## config.mk

```make
export PLATFORM = sky130hd
export DESIGN_NAME = bsg_mux_stream_rr
export DESIGN_NICKNAME = d
export VERILOG_FILES = /design/src/rtl/bsg_mux_stream_rr.sv
export SDC_FILE = /design/constraint.sdc
export NUM_CORES = 1
export LEC_CHECK = 0
export ABC_AREA = 0
export ABC_CLOCK_PERIOD_IN_PS = 1500
export CAP_MARGIN = 15
export CORE_UTILIZATION = 33
export DETAILED_ROUTE_END_ITERATION = 7
export GPL_TIMING_DRIVEN = 1
export PLACE_DENSITY_LB_ADDON = 0.15
export SLEW_MARGIN = 20
export SYNTH_ARGS = -nofsm -noshare
export SYNTH_HDL_FRONTEND = slang
export SYNTH_SLANG_ARGS = --single-unit
```

## constraint.sdc

```tcl
create_clock -name clk_i -period 1.5 [get_ports clk_i]
set_clock_uncertainty 0.2 [all_clocks]
set_input_delay 0.3 -clock clk_i [delete_from_list [all_inputs] [get_ports clk_i]]
set_output_delay 0.3 -clock clk_i [all_outputs]
set_load 0.01 [all_outputs]
```

## src/rtl/bsg_mux_stream_rr.sv

```systemverilog
// N valid/ready input channels merged into one registered output channel.
// An internal round-robin or fixed-priority arbiter picks the source; optional packet lock.
module bsg_mux_stream_rr #(
    parameter int width_p   = 8,
    parameter int els_p     = 2,
    parameter int rr_p      = 1,
    parameter int lock_p    = 0,
    parameter int lg_els_lp = (els_p > 1) ? $clog2(els_p) : 1
) (
    input  logic                            clk_i,
    input  logic                            reset_i,
    input  logic [els_p-1:0]                v_i,
    input  logic [els_p-1:0][width_p-1:0]   data_i,
    input  logic [els_p-1:0]                last_i,
    output logic [els_p-1:0]                ready_o,
    output logic                            v_o,
    output logic [width_p-1:0]              data_o,
    output logic [lg_els_lp-1:0]            sel_o,
    output logic                            last_o,
    input  logic                            ready_i
);

    logic                 accept;
    logic                 in_xfer;
    logic                 gnt_v;
    logic [lg_els_lp-1:0] gnt_id;
    logic [lg_els_lp-1:0] scan_id;
    logic [lg_els_lp-1:0] ptr_r;
    logic                 lock_v_r;
    logic [lg_els_lp-1:0] lock_id_r;

    // The output register can take a new beat when empty or draining this cycle.
    assign accept = ~v_o | ready_i;

    always_comb begin
        // NOTE: every comb output gets a default first so no path infers a latch.
        gnt_v   = 1'b0;
        gnt_id  = '0;
        scan_id = '0;
        if (els_p == 1) begin
            gnt_v = 1'b1;
        end else if (lock_p != 0 && lock_v_r) begin
            gnt_v  = v_i[lock_id_r];
            gnt_id = lock_id_r;
        end else if (rr_p != 0) begin
            for (int i = 1; i <= els_p; i++) begin
                scan_id = lg_els_lp'((int'(ptr_r) + i) % els_p);
                if (!gnt_v && v_i[scan_id]) begin
                    gnt_v  = 1'b1;
                    gnt_id = scan_id;
                end
            end
        end else begin
            for (int i = els_p - 1; i >= 0; i--) begin
                scan_id = lg_els_lp'(i);
                if (v_i[scan_id]) begin
                    gnt_v  = 1'b1;
                    gnt_id = scan_id;
                end
            end
        end
    end

    always_comb begin
        ready_o = '0;
        if (!reset_i && accept && gnt_v) begin
            ready_o[gnt_id] = 1'b1;
        end
    end

    assign in_xfer = |(v_i & ready_o);

    always_ff @(posedge clk_i) begin
        // NOTE: registered state uses non-blocking assignments only.
        if (reset_i) begin
            v_o       <= 1'b0;
            data_o    <= '0;
            sel_o     <= '0;
            last_o    <= 1'b0;
            ptr_r     <= lg_els_lp'(els_p - 1);
            lock_v_r  <= 1'b0;
            lock_id_r <= '0;
        end else if (in_xfer) begin
            v_o    <= 1'b1;
            data_o <= data_i[gnt_id];
            sel_o  <= gnt_id;
            last_o <= last_i[gnt_id];
            if (rr_p != 0) begin
                ptr_r <= gnt_id;
            end
            if (lock_p != 0 && els_p > 1) begin
                // Only the locked channel can be granted while locked, so this both sets and clears.
                lock_v_r  <= ~last_i[gnt_id];
                lock_id_r <= gnt_id;
            end
        end else if (v_o && ready_i) begin
            v_o <= 1'b0;
        end
    end

`ifndef SYNTHESIS
    if (width_p < 1) begin : g_width_check
        $error("bsg_mux_stream_rr: width_p must be >= 1");
    end

    always_ff @(posedge clk_i) begin
        if (!reset_i) begin
            assert ($onehot0(ready_o))
                else $error("bsg_mux_stream_rr: ready_o not one-hot or zero");
            if (lock_p != 0 && lock_v_r && in_xfer) begin
                assert (gnt_id == lock_id_r)
                    else $error("bsg_mux_stream_rr: grant left the locked channel");
            end
        end
    end
`endif

endmodule
```

==> results.md <==
* Outcome: complete, but fails checks
* Failing checks: DRC, setup timing
* Hold Vio Cnt, Final at 0
* Power per Cell Area at 802 nW/um^2
* Post-synthesis cell type count at 21
* Required time worst endpoint at 1.00 ns
* CP Capture Type: output port
* F_max at between 0.6 and 0.7 GHz
* Via count at approximately 730
* Hold Path Stages at 4
* Tmin final at 1.61 ns
* Fillcell total at between 100 and 150
* GRT Total Usage at 0.228
* Hold Worst Slack at 0.282 ns
* First-pass GRT wire length at between 3 and 4 mm
* Total CTS buffers at 3
* Post-route ant nets at 0
* Worst-path clk slew at 0.08 ns
* R2R setup slack at 0.09 ns
* DRC viols at 1
* Max-slew headroom at 0.791
* Die height at around 44 um
* Area after DPL at 1010 sq um
* Crit path DAT at 1.11 ns
* Vias in the first global route at 706
* RR Endpoint: data_o[5]$_SDFFE_PP0P_
* Hold Path Origin: v_i[1]
* Row cnt at 14
* Crit Path Max Fanout at 3
* CTS tree: done
* Largest family of logic cells by synthesized area: compound AO/OA/AOI/OAI gates
* Simple-gate portion of the synthesized area at 0.184
* GR peak layer: met2
* Portion of netlist area occupied by mux cells at 0
* Critical R2R Launch: ptr_r$_SDFFE_PP1P_
* CP Class: flip-flop to output port
* Initial antenna violation count at 0
* Number of max-cap violations at 0
* Root buffer cell: clkbuf_4
* Later-pin clock latency in the skew report at between 0.2 and 0.3 ns
* Gr ovfl total at 0
* Hold/Removal Path Class: input pin to flip-flop
* DRT iter0 DRCs at 12
* H-Tree Level Count at 1
* Delay-heaviest family, CP: flip-flops
* Final nets at 148
* Antenna Cells at 0
* Worst Max-Slew Pin Slew at approximately 0.31 ns
* Area grow syn2layout at 95.6%
* Slew Viols, Final at 0
* Post-Syn Instances at 69
* Seq cells post-synth at 12
* Total negative slack at -0.224 ns
* Worst path slowest cell: dfxtp_2
* Pre-Repair DR Iteration Count at 6
* Number of I/O pins at 36
* Core area at 1560 sq um
* XOR/XNOR Fraction of Synth Area at 0
* Final GP Congestion at 0.772
* Crit path launch type: flip-flop
* Max VDD drop at 614 uV
* Syn Nets at 92
* Grt met1 use at 0.263
* Yosys warns at 0
* Compound-Gate Fraction of Synth Area at 0.326
* Share of cells above drive strength 1 at 0.306
* Final setup margin at -0.112 ns
* Worst Hold End: v_o$_SDFFE_PP0P_
* Met2 global-route usage at 0.391
* Met3 Usage GRT at 0.0417
* Post-Synth Adder-Cell Area at 0
* Maximum clock path buffer count at 2
* R2R cell count at 5
* Die Area at 1900 sq um
* Routed WL per cell at around 14 um
* PortBufs at 35
* Design area at 1120 sq um
* DR vias/cell at 5.19
* Crit path cell chain: a21boi_4 -> buf_6 -> nor2_1 -> buf_2
* Die span in x at roughly 44 um
* Unrepaired setup endpoints after global routing: yes
* Syn_area_per_cell at just over 8 sq um
* Post-layout util at 0.717
* Synthesized area at 572 sq um
* Largest net degree at the start of global routing at 14
* Register area share after synthesis at 0.420
* Initial Util at 0.367
* Crit-path max cell delay at 0.35 ns
* CTS sink cnt at 12
* WL final at 1.96 mm
* Buf+Inv Stages, Crit Path at 2
* Hold_buf cts at 0
* Leak at 0.519 nW
* Fin crit share at 1.07
* Setup violators final at 2
* HPWL after DPL at 1.30 mm
power by group:
part	internal, mW	switching (mW)
combinational	0.155	0.112
sequential	0.345	0.0156
clock	0.147	0.122
total	0.647	0.250
synthesized netlist by cell type:
master / number / share of area
nor2b_1: 1 / 0.011
o21ba_2: 1 / 0.018
o21ai_0: 1 / 0.0087
nand2_2: 1 / 0.011
a21boi_2: 1 / 0.020
nor2_2: 1 / 0.011
inv_1: 1 / 0.0066
dfxtp_1: 12 / 0.42
buf_6: 2 / 0.039
nand2b_1: 1 / 0.011
a21oi_1: 11 / 0.096
a21bo_1: 1 / 0.018
a311oi_1: 9 / 0.14
buf_2: 1 / 0.0087
nand3_1: 1 / 0.0087
clkbuf_1: 1 / 0.0066
nor2_1: 2 / 0.013
o21bai_1: 1 / 0.013
a211o_1: 1 / 0.015
nand2_1: 18 / 0.12
clkbuf_2: 1 / 0.0087
registers in the layout, indices dropped and copies added (netlist names):
| name | count |
|---|---|
| last_o | 1 |
| ptr_r | 1 |
| v_o | 1 |
| data_o | 8 |
| sel_o | 1 |
final cells by class:
type	instances	area (sq um)	share of cell area
clock buffer	4	36.3	0.0324
tap	16	20.0	0.0179
timing repair buffer	56	485	0.434
multi-input combinational	51	330	0.295
inverter	1	3.75	0.00336
sequential	12	243	0.217
metrics by stage:
step	setup WS [ns]	power [mW]	std cells
6_report	-0.112	0.897	140
5_1_grt	-0.157	0.932	140
4_1_cts	-0.0620	0.887	139
3_5_place_dp	-0.774	0.621	129
3_3_place_gp	-0.724	0.617	129
2_1_floorplan	0.135	0.465	69
logic make-up (layout without fill, tap and decap cells):
family	after synthesis	after routing
and+or+nand+nor	25	25
buffers and inverters	6	61
DFF	12	12
AOI/OAI and AO/OA	26	26
how the worst max path moves through the flow:
stage                     slack [ns]          startpoint    endpoint  cells past startpoint
after floorplan                 0.13             reset_i  ready_o[0]                      4
after global placement         -0.72              v_i[0]  ready_o[1]                      5
after detailed placement       -0.77              v_i[1]  ready_o[1]                      5
after CTS                      -0.06  ptr_r$_SDFFE_PP1P_  ready_o[0]                      4
after global routing           -0.16  ptr_r$_SDFFE_PP1P_  ready_o[0]                      4
final                          -0.11  ptr_r$_SDFFE_PP1P_  ready_o[0]                      4
worst register-to-register path, cell delays in order, from the launching register on:
cell and delay (ns):
dfxtp_2 0.35, a21boi_4 0.21, buf_6 0.13, buf_4 0.12
nand2_1 0.06, a311oi_1 0.26
what timing repair did:
action,CTS,global route
gates resized for setup,37,4
setup buffers,6,2
endpoints found under the setup margin,22,3
pin swaps,1,6
gates cloned,0,0
per-layer routing:
layer  up-vias  part of all wire
met1       346              0.43
met2        22              0.50
met5         -                 0
li1        357                 -
met4         0             0.012
met3         2             0.050
placed cells by master (no fill, tap or decap), drive strengths merged:
cell type / count
buf: 24
dfxtp: 12
a21bo: 1
a21boi: 1
a311oi: 9
dlygate4sd2: 13
nand2: 19
clkbuf: 5
o21ai: 1
o21ba: 1
nor2b: 1
a211o: 1
a21oi: 11
inv: 1
clkdlybuf4s50: 18
nor2: 3
nand3: 1
o21bai: 1
nand2b: 1
Note: power is estimated with default switching activity, not from simulation.
